===== src/rtl/stop_watch_ctrl.sv =====
// Stopwatch control: button synchronize/debounce, start/stop/lap/clear FSM and display mux.
// Optional lap feature enabled by defining STOP_WATCH_CTRL_LAP_EN.
module stop_watch_ctrl #(
    parameter int DEBOUNCE_CYCLES = 2_000_000
) (
    input  logic       clk,
    input  logic       arst_n,
    input  logic       btn_start,
    input  logic       btn_lap,
    input  logic       btn_clr,
    input  logic [3:0] sec_0,
    input  logic [2:0] sec_1,
    input  logic [3:0] min_0,
    input  logic [2:0] min_1,
    input  logic [3:0] hr_0,
    input  logic [0:0] hr_1,
    output logic       cnt_en,
    output logic       clr,
    output logic [3:0] d_sec_0,
    output logic [2:0] d_sec_1,
    output logic [3:0] d_min_0,
    output logic [2:0] d_min_1,
    output logic [3:0] d_hr_0,
    output logic [0:0] d_hr_1,
    output logic       running,
    output logic       lap_active
);

    localparam int CW = $clog2(DEBOUNCE_CYCLES);
    localparam logic [CW-1:0] CNT_LAST = CW'(DEBOUNCE_CYCLES - 1);

    localparam int BI_START = 0;
    localparam int BI_CLR   = 1;
`ifdef STOP_WATCH_CTRL_LAP_EN
    localparam int BI_LAP   = 2;
    localparam int NB       = 3;
`else
    localparam int NB       = 2;
`endif

    logic [NB-1:0] btn_raw;
    logic [NB-1:0] btn_event;

    assign btn_raw[BI_START] = btn_start;
    assign btn_raw[BI_CLR]   = btn_clr;
`ifdef STOP_WATCH_CTRL_LAP_EN
    assign btn_raw[BI_LAP]   = btn_lap;
`else
    logic unused_lap;
    assign unused_lap = btn_lap;
`endif

    // Each button: 2-flop synchronizer, then a counter that must see the new level
    // DEBOUNCE_CYCLES times in a row before the debounced level follows.
    generate
        for (genvar gi = 0; gi < NB; gi++) begin : g_btn
            logic          sync1_reg;
            logic          sync2_reg;
            logic          level_reg;
            logic          event_reg;
            logic [CW-1:0] cnt_reg;

            always_ff @(posedge clk) begin
                if (!arst_n) begin
                    sync1_reg <= 1'b0;
                    sync2_reg <= 1'b0;
                    level_reg <= 1'b0;
                    event_reg <= 1'b0;
                    cnt_reg   <= '0;
                end else begin
                    sync1_reg <= btn_raw[gi];
                    sync2_reg <= sync1_reg;
                    event_reg <= 1'b0;
                    if (sync2_reg == level_reg) begin
                        cnt_reg <= '0;
                    end else if (cnt_reg == CNT_LAST) begin
                        level_reg <= sync2_reg;
                        event_reg <= sync2_reg;
                        cnt_reg   <= '0;
                    end else begin
                        cnt_reg <= cnt_reg + CW'(1);
                    end
                end
            end

            assign btn_event[gi] = event_reg;
        end
    endgenerate

    logic ev_start;
    logic ev_clr;
    assign ev_start = btn_event[BI_START];
    assign ev_clr   = btn_event[BI_CLR];

`ifdef STOP_WATCH_CTRL_LAP_EN
    logic ev_lap;
    assign ev_lap = btn_event[BI_LAP];
    typedef enum logic [1:0] {S_IDLE, S_RUN, S_PAUSE, S_LAP} state_t;
`else
    typedef enum logic [1:0] {S_IDLE, S_RUN, S_PAUSE} state_t;
`endif

    state_t state_reg;
    state_t state_next;
    logic   clr_next;
    logic   cnt_en_reg;
    logic   clr_reg;
    logic   cnt_en_next;
`ifdef STOP_WATCH_CTRL_LAP_EN
    logic   lap_load;
`endif

    // Priority clr > start > lap among the events legal in the current state.
    always_comb begin
        state_next = state_reg;
        clr_next   = 1'b0;
`ifdef STOP_WATCH_CTRL_LAP_EN
        lap_load   = 1'b0;
`endif
        case (state_reg)
            S_IDLE: begin
                if (ev_clr) begin
                    clr_next = 1'b1;
                end else if (ev_start) begin
                    state_next = S_RUN;
                end
            end
            S_RUN: begin
                if (ev_start) begin
                    state_next = S_PAUSE;
`ifdef STOP_WATCH_CTRL_LAP_EN
                end else if (ev_lap) begin
                    state_next = S_LAP;
                    lap_load   = 1'b1;
`endif
                end
            end
            S_PAUSE: begin
                if (ev_clr) begin
                    state_next = S_IDLE;
                    clr_next   = 1'b1;
                end else if (ev_start) begin
                    state_next = S_RUN;
                end
            end
`ifdef STOP_WATCH_CTRL_LAP_EN
            S_LAP: begin
                if (ev_start) begin
                    state_next = S_PAUSE;
                end else if (ev_lap) begin
                    state_next = S_RUN;
                end
            end
`endif
            default: state_next = S_IDLE;
        endcase
    end

`ifdef STOP_WATCH_CTRL_LAP_EN
    assign cnt_en_next = (state_next == S_RUN) || (state_next == S_LAP);
`else
    assign cnt_en_next = (state_next == S_RUN);
`endif

    always_ff @(posedge clk) begin
        if (!arst_n) begin
            state_reg  <= S_IDLE;
            cnt_en_reg <= 1'b0;
            clr_reg    <= 1'b0;
        end else begin
            state_reg  <= state_next;
            cnt_en_reg <= cnt_en_next;
            clr_reg    <= clr_next;
        end
    end

    assign cnt_en = cnt_en_reg;
    assign clr    = clr_reg;

    logic [18:0] live_time;
    logic [18:0] disp_time;
    assign live_time = {hr_1, hr_0, min_1, min_0, sec_1, sec_0};

`ifdef STOP_WATCH_CTRL_LAP_EN
    logic [18:0] lap_time_reg;

    always_ff @(posedge clk) begin
        if (!arst_n) begin
            lap_time_reg <= '0;
        end else if (lap_load) begin
            lap_time_reg <= live_time;
        end
    end

    assign disp_time  = (state_reg == S_LAP) ? lap_time_reg : live_time;
    assign running    = (state_reg == S_RUN) || (state_reg == S_LAP);
    assign lap_active = (state_reg == S_LAP);
`else
    assign disp_time  = live_time;
    assign running    = (state_reg == S_RUN);
    assign lap_active = 1'b0;
`endif

    assign {d_hr_1, d_hr_0, d_min_1, d_min_0, d_sec_1, d_sec_0} = disp_time;

endmodule


===== config.mk =====
export PLATFORM = sky130hd
export DESIGN_NAME = stop_watch_ctrl
export DESIGN_NICKNAME = d
export VERILOG_FILES = /design/src/rtl/stop_watch_ctrl.sv
export SDC_FILE = /design/constraint.sdc
export NUM_CORES = 1
export LEC_CHECK = 0
export ABC_AREA = 1
export CELL_PAD_IN_SITES_DETAIL_PLACEMENT = 1
export CELL_PAD_IN_SITES_GLOBAL_PLACEMENT = 2
export CORE_MARGIN = 1
export CORE_UTILIZATION = 27
export CTS_BUF_LIST = sky130_fd_sc_hd__clkbuf_4
export CTS_CLUSTER_DIAMETER = 60
export DETAILED_ROUTE_END_ITERATION = 12
export GPL_ROUTABILITY_DRIVEN = 0
export HOLD_SLACK_MARGIN = 0.06
export PLACE_DENSITY_LB_ADDON = 0.1
export SYNTH_ARGS = -nofsm -noshare
export SYNTH_HDL_FRONTEND = slang
export SYNTH_SLANG_ARGS = --single-unit

===== constraint.sdc =====
create_clock -name clk -period 1.3 [get_ports clk]
set_input_delay 0.195 -clock clk [delete_from_list [all_inputs] [get_ports clk]]
set_output_delay 0.195 -clock clk [all_outputs]
set_load 0.05 [all_outputs]

==> results of run 1 <==
==> layout make-up <==
| type | instances | area [sq um] | share of cell area, % |
|---|---|---|---|
| inverters | 47 | 176 | 4.37 |
| clock inverters | 3 | 16.3 | 0.403 |
| clock buffers | 5 | 37.5 | 0.931 |
| multi-input cells | 298 | 1780 | 44.1 |
| repair buffers | 75 | 717 | 17.8 |
| flip-flops and latches | 54 | 1140 | 28.2 |
| well taps | 136 | 170 | 4.22 |
==> per-stage QoR <==
stage | setup TNS (ns) | area, sq um | cells | hold WS [ns]
6_report | -0.796 | 4030 | 618 | 0.345
4_1_cts | -0.364 | 3630 | 610 | 0.312
2_1_floorplan | 0 | 2890 | 423 | 0.288
3_5_place_dp | -5.45 | 3400 | 597 | 0.390
5_1_grt | -3.88 | 4030 | 618 | 0.333
3_3_place_gp | -4.39 | 3400 | 597 | 0.390
==> cell families after synthesis <==
kind of cell	count (synthesis)
DFF	54
xor gates and xnor gates	12
adders and majority gates	2
other	1
AOI/OAI and AO/OA	33
buffers and inverters	71
and+or+nand+nor	250
==> worst max-delay path: cells and delay by family (launching register included) <==
| kind | cells | cell delay, ns |
|---|---|---|
| buffers and inverters | 1 | 0.18 |
| and+or+nand+nor | 5 | 0.54 |
| DFF | 1 | 0.38 |
| adders and majority gates | 1 | 0.15 |
==> cell usage in the layout (no fill, tap or decap), drive strengths merged, types with 6 or more instances in the layout <==
cell type  count
or2            6
nand4          6
nor2          91
clkbuf         8
xor2           7
a21oi         25
inv           47
nand2        111
buf           69
nand3         25
dfxtp         54
nor3           9
==> final timing paths <==
check	start	end	slack (ns)	cells after the start
worst max register to register	g_btn[1].cnt_reg[0]	g_btn[1].cnt_reg[1]	-0.05	7
worst min register to register	g_btn[0].sync1_reg	g_btn[0].sync2_reg	0.43	2
worst min-delay path	btn_start	g_btn[0].sync1_reg	0.35	3
worst max-delay path	g_btn[1].cnt_reg[0]	g_btn[1].cnt_reg[1]	-0.05	7
==> metal layers <==
layer  GRT usage (%)  up-vias  routed length (um)
li1                -     1411                   -
met1            20.7     1305                4150
met2            23.9       21                3800
met3            2.68        4                 167
met4            3.32        0                  36
met5               0        -                   0
==> power groups by stage <==
| stage | sequential (mW) | combinational, mW | clock (mW) |
|---|---|---|---|
| final | 1.66 | 0.0944 | 0.762 |
| after global routing | 1.66 | 0.102 | 0.867 |
| after CTS | 1.67 | 0.0749 | 0.818 |
| after detailed placement | 1.70 | 0.0663 | 0 |
| after global placement | 1.70 | 0.0652 | 0 |
| after floorplan | 1.70 | 0.194 | 0 |
==> timing repair <==
action,CTS,global route
cloned,1,3
pin swaps,11,21
setup endpoints to repair,46,46
buffers inserted,5,6
gates resized for setup,43,88
==> flow_summary.json, run 1 <==
{
  "status": "finished, violations left",
  "violations": "negative setup slack",
  "fp.dieH_um": 105,
  "synth-simple-area-share_pct": 38.5,
  "fillers": 1285,
  "seq_power_share_pct": 65.9,
  "rsz0062_at_grt": "yes",
  "hold_violations": 0,
  "cp_common_cell": "nand3_4",
  "grt-ovfl-total": 0,
  "crit_fanout": 8,
  "yosysMostFrequentCell": "nand2_1",
  "netlist_area_sq_mm": 0.00286,
  "synth_fa_ha_area_share_pct": 0.874,
  "crit_required_ns": 1.58,
  "root_buffer": "clkbuf_4",
  "synth_area_leader_cell": "dfxtp_1",
  "fmax_ghz": 0.743,
  "synth_compound_area_share_pct": 6.03,
  "hold_path_class": "input pin to flip-flop",
  "largest_register_ffs": 42,
  "synth_top_area_share_pct": 37.8,
  "powerDensity_mw_per_mm2": 624,
  "grt_usage_pct": 14.9,
  "ctsHoldBuffers": 0,
  "cts_tree": "yes",
  "period_share_pct": 103,
  "synthMuxAreaShare_pct": 0,
  "synth_top_family_by_area": "simple AND/OR/NAND/NOR gates",
  "die_area_sq_mm": 0.0110,
  "ys_seq_elements": 54,
  "period_minus_slack_ns": 1.35,
  "max_stage_delay_ns": 0.38,
  "route.detailed.drc": 0,
  "ant_nets": 0,
  "antenna_found_initial": 0,
  "drt_iter0_drc": 75,
  "swShare_pct": 24.4,
  "syn_nets": 449,
  "p_comb_share_pct": 3.8,
  "dpl.hpwl_um": 6000,
  "maxCapViolCount": 0,
  "ys_warn_count": 0,
  "clkPwrFrac_pct": 30.3,
  "synth.avg_cell_area_sq_um": 6.77,
  "clk_pin_slew_worst_paths_ns": 0.16,
  "vdd_drop_max_mv": 0.329,
  "grt_pass1_wl_um": 13200,
  "synth_commonest_cells": "nand2_1 (107), nor2_1 (83), dfxtp_1 (54)",
  "cts_sinks": 54,
  "final_util_pct": 39.1,
  "worstPathArrival_ns": 1.62,
  "slowest_stage": "dfxtp_2",
  "p_total_mw": 2.52,
  "area_growth_pct": 40.9,
  "synthArstFlopShare_pct": 0,
  "fin_ws_ns": -0.0451,
  "start_kind": "flip-flop",
  "die_x_um": 105,
  "floorplan.initialDensity_pct": 27.7,
  "leakage_nw": 1.33,
  "finalSetupViolations": 36,
  "design.core.area_sq_mm": 0.0103,
  "clk_latency_ns": 0.37,
  "clk_path_buf_depth": 2,
  "first_global_vias": 2737,
  "synth_edf_count": 0,
  "via_per_inst": 4.44,
  "port_buffers": 6,
  "nets": 507,
  "switching_power_uw": 614,
  "path_class": "flip-flop to flip-flop",
  "report.final.slew_viol_count": 0,
  "antenna_cells": 0,
  "cp_cell_sequence": "ha_4, nand3_4, nor2_4, nand3_4, nand2_4, clkbuf_16, nor2_1",
  "ios": 47,
  "syn_inst": 423,
  "post-place-ws_ns": -0.172,
  "ys_top_cells_by_area": "dfxtp_1 (38%), nand2_1 (14%), nor2_1 (11%)",
  "end_kind": "flip-flop",
  "cts_max_level": 2,
  "ys_seq_area_share_pct": 37.8,
  "fin_skew_ns": 0.0207,
  "synthFlopType": "dfxtp_1",
  "num_rows": 37,
  "drive_above_1_share_pct": 43.2,
  "wirelength_um": 8150,
  "drt_pass1_iterations": 7,
  "wl_per_cell_um": 13.2,
  "vias": 2741,
  "grt_max_degree": 17,
  "intPower_mw": 1.90,
  "ys_types": 27,
  "synth_xor_area_share_pct": 3.67,
  "cts_inserted_buffers": 5
}
Power figures use the tool's default switching activity.
==> inputs of run 2 (changes only) <==
Settings changed: CAP_MARGIN set to 20.
==> results of run 2 <==
Final layout, timing and power as in run 1 (identical DEF).
==> inputs of run 3 (changes only) <==
Settings changed: CORE_ASPECT_RATIO set to 1.75, PLACE_DENSITY set to 0.76, PLACE_DENSITY_LB_ADDON 0.1 to unset.
==> run 3 against run 2 <==
  * The flow still finishes with violations (negative setup slack)
  * Total power up 0.42%
  * Clock skew down 0.011 ns
  * Clock power up 3.0%
  * Sequential power about the same
  * Sequential share of layout area up 1.1 points
  * Sequential cell count unchanged
  * Cell count down 2.6%
  * Worst hold slack worse by 0.025 ns
  * Via count up 0.36%
  * Worst setup slack worse by 0.0035 ns
  * Critical path type unchanged
  * Largest cell class unchanged
  * Largest power group unchanged
==> flow_summary.json, run 3 (synthesized netlist as in run 1, its figures left out) <==
{
  "p_total_mw": 2.53,
  "worstPathArrival_ns": 1.64,
  "dp_cells": 584,
  "fin_ws_ns": -0.0485,
  "rsz0062_at_grt": "yes",
  "ctsHoldBuffers": 0,
  "status": "finished, violations left",
  "clk_path_buf_depth": 2,
  "report.final.slew_viol_count": 0,
  "met2_usage_pct": 31.4,
  "ant_nets": 0,
  "layout_common_cells": "nand2_1 (99), nor2_1 (57), buf_4 (55)",
  "vias": 2751,
  "grt_pass1_wl_um": 12900,
  "period_share_pct": 104,
  "hold_path_class": "input pin to flip-flop",
  "dpl.hpwl_um": 6120,
  "cts_sinks": 54,
  "clk_pin_slew_worst_paths_ns": 0.16,
  "period_minus_slack_ns": 1.35,
  "grt-ovfl-total": 0,
  "nets": 500,
  "design.core.area_sq_mm": 0.0103,
  "post-place-ws_ns": -0.194,
  "via_per_inst": 4.57,
  "finalInstanceArea_sq_mm": 0.00389,
  "path_class": "flip-flop to flip-flop",
  "die_x_um": 79.8,
  "cts_tree": "yes",
  "drt_pass1_iterations": 4,
  "powerDensity_mw_per_mm2": 649,
  "violations": "negative setup slack",
  "crit_fanout": 5,
  "final_util_pct": 37.8,
  "placedInstanceArea_sq_mm": 0.00336,
  "cts_inserted_buffers": 5,
  "fin_skew_ns": 0.00974,
  "grt_usage_pct": 15.1,
  "grtUsageMet3_pct": 2.44,
  "first_global_vias": 2922,
  "root_buffer": "clkbuf_4",
  "grt_max_degree": 16,
  "finalSetupViolations": 27,
  "fmax_ghz": 0.742,
  "wl_per_cell_um": 13.9,
  "end_kind": "flip-flop",
  "grtUsageMet1_pct": 12.5,
  "finalSetupTns_ns": -0.644,
  "stdcell_count": 602,
  "largest_register_ffs": 42,
  "top_usage_layer": "met2",
  "floorplan.initialDensity_pct": 27.8,
  "drt_iter0_drc": 61,
  "final_common_cell": "nand2_1",
  "area_growth_pct": 36.0,
  "antenna_found_initial": 0,
  "clk_latency_ns": 0.38,
  "num_rows": 49,
  "start_kind": "flip-flop",
  "fp.dieH_um": 138,
  "die_area_sq_mm": 0.0110,
  "whs_ns": 0.320,
  "hold_violations": 0,
  "cts_max_level": 2,
  "port_buffers": 6,
  "reg2reg_slack_ns": -0.05,
  "crit_required_ns": 1.59,
  "route.detailed.drc": 0,
  "antenna_cells": 0,
  "maxCapViolCount": 0,
  "drive_above_1_share_pct": 40.8,
  "wirelength_um": 8360,
  "fillers": 1317,
  "ios": 47,
  "vdd_drop_max_mv": 0.426,
  "leakage_nw": 1.29
}
-- run 3: cell count changes in the layout (fill, tap and decap cells not counted), moves of 2 or more --
cell | previous run | this run
nand3_4 | 7 | 5
a21oi_2 | 13 | 15
o21ai_1 | 0 | 2
dfxtp_2 | 33 | 24
o21ai_0 | 5 | 3
dfxtp_4 | 4 | 8
nand2_2 | 7 | 9
a21oi_4 | 2 | 0
dfxtp_1 | 17 | 22
nor2_4 | 15 | 12
nor2_2 | 20 | 22
buf_4 | 60 | 55
-- run 3: area by class of cell --
type	instances	area (sq um)	area share (%)
flip-flops and latches	54	1140	29.3
well taps	127	159	4.08
clock buffers	6	45.0	1.16
multi-input cells	298	1720	44.1
repair buffers	68	643	16.5
inverters	47	179	4.60
clock inverters	2	8.76	0.225
-- run 3: path summary, 6_finish.rpt --
check,startpoint,end,cells past startpoint
worst max register to register,g_btn[0].cnt_reg[1],g_btn[0].cnt_reg[19],7
worst min register to register,g_btn[0].sync1_reg,g_btn[0].sync2_reg,2
worst max-delay path,g_btn[0].cnt_reg[1],g_btn[0].cnt_reg[19],7
worst min-delay path,btn_clr,g_btn[1].sync1_reg,3
-- run 3: worst max-delay path, stage by stage, from the launching register on --
cell,delay (ns)
dfxtp_2,0.38
ha_4,0.15
nand3_4,0.08
nor2_4,0.14
nand3_2,0.14
nand2_4,0.15
clkbuf_16,0.18
a21oi_2,0.03
-- run 3: per-layer routing --
metal / part of all wire [%] / wire, um
met3: 1.5 / 123
met5: 0 / 0
met2: 62 / 5170
met4: 3.4 / 283
met1: 33 / 2790
-- run 3: power breakdown --
part	switching (mW)	internal [mW]	total, mW
clock network	0.558	0.226	0.785
registers	0.00433	1.65	1.65
logic	0.0486	0.0423	0.0910
total	0.611	1.91	2.53
-- run 3: timing repair --
item | in CTS | in global routing
hold endpoints to repair | 0 | 0
buffers inserted | 0 | 7
setup endpoints to repair | 43 | 47
pin swaps | 5 | 17
cloned | 1 | 2
gates resized for setup | 36 | 85
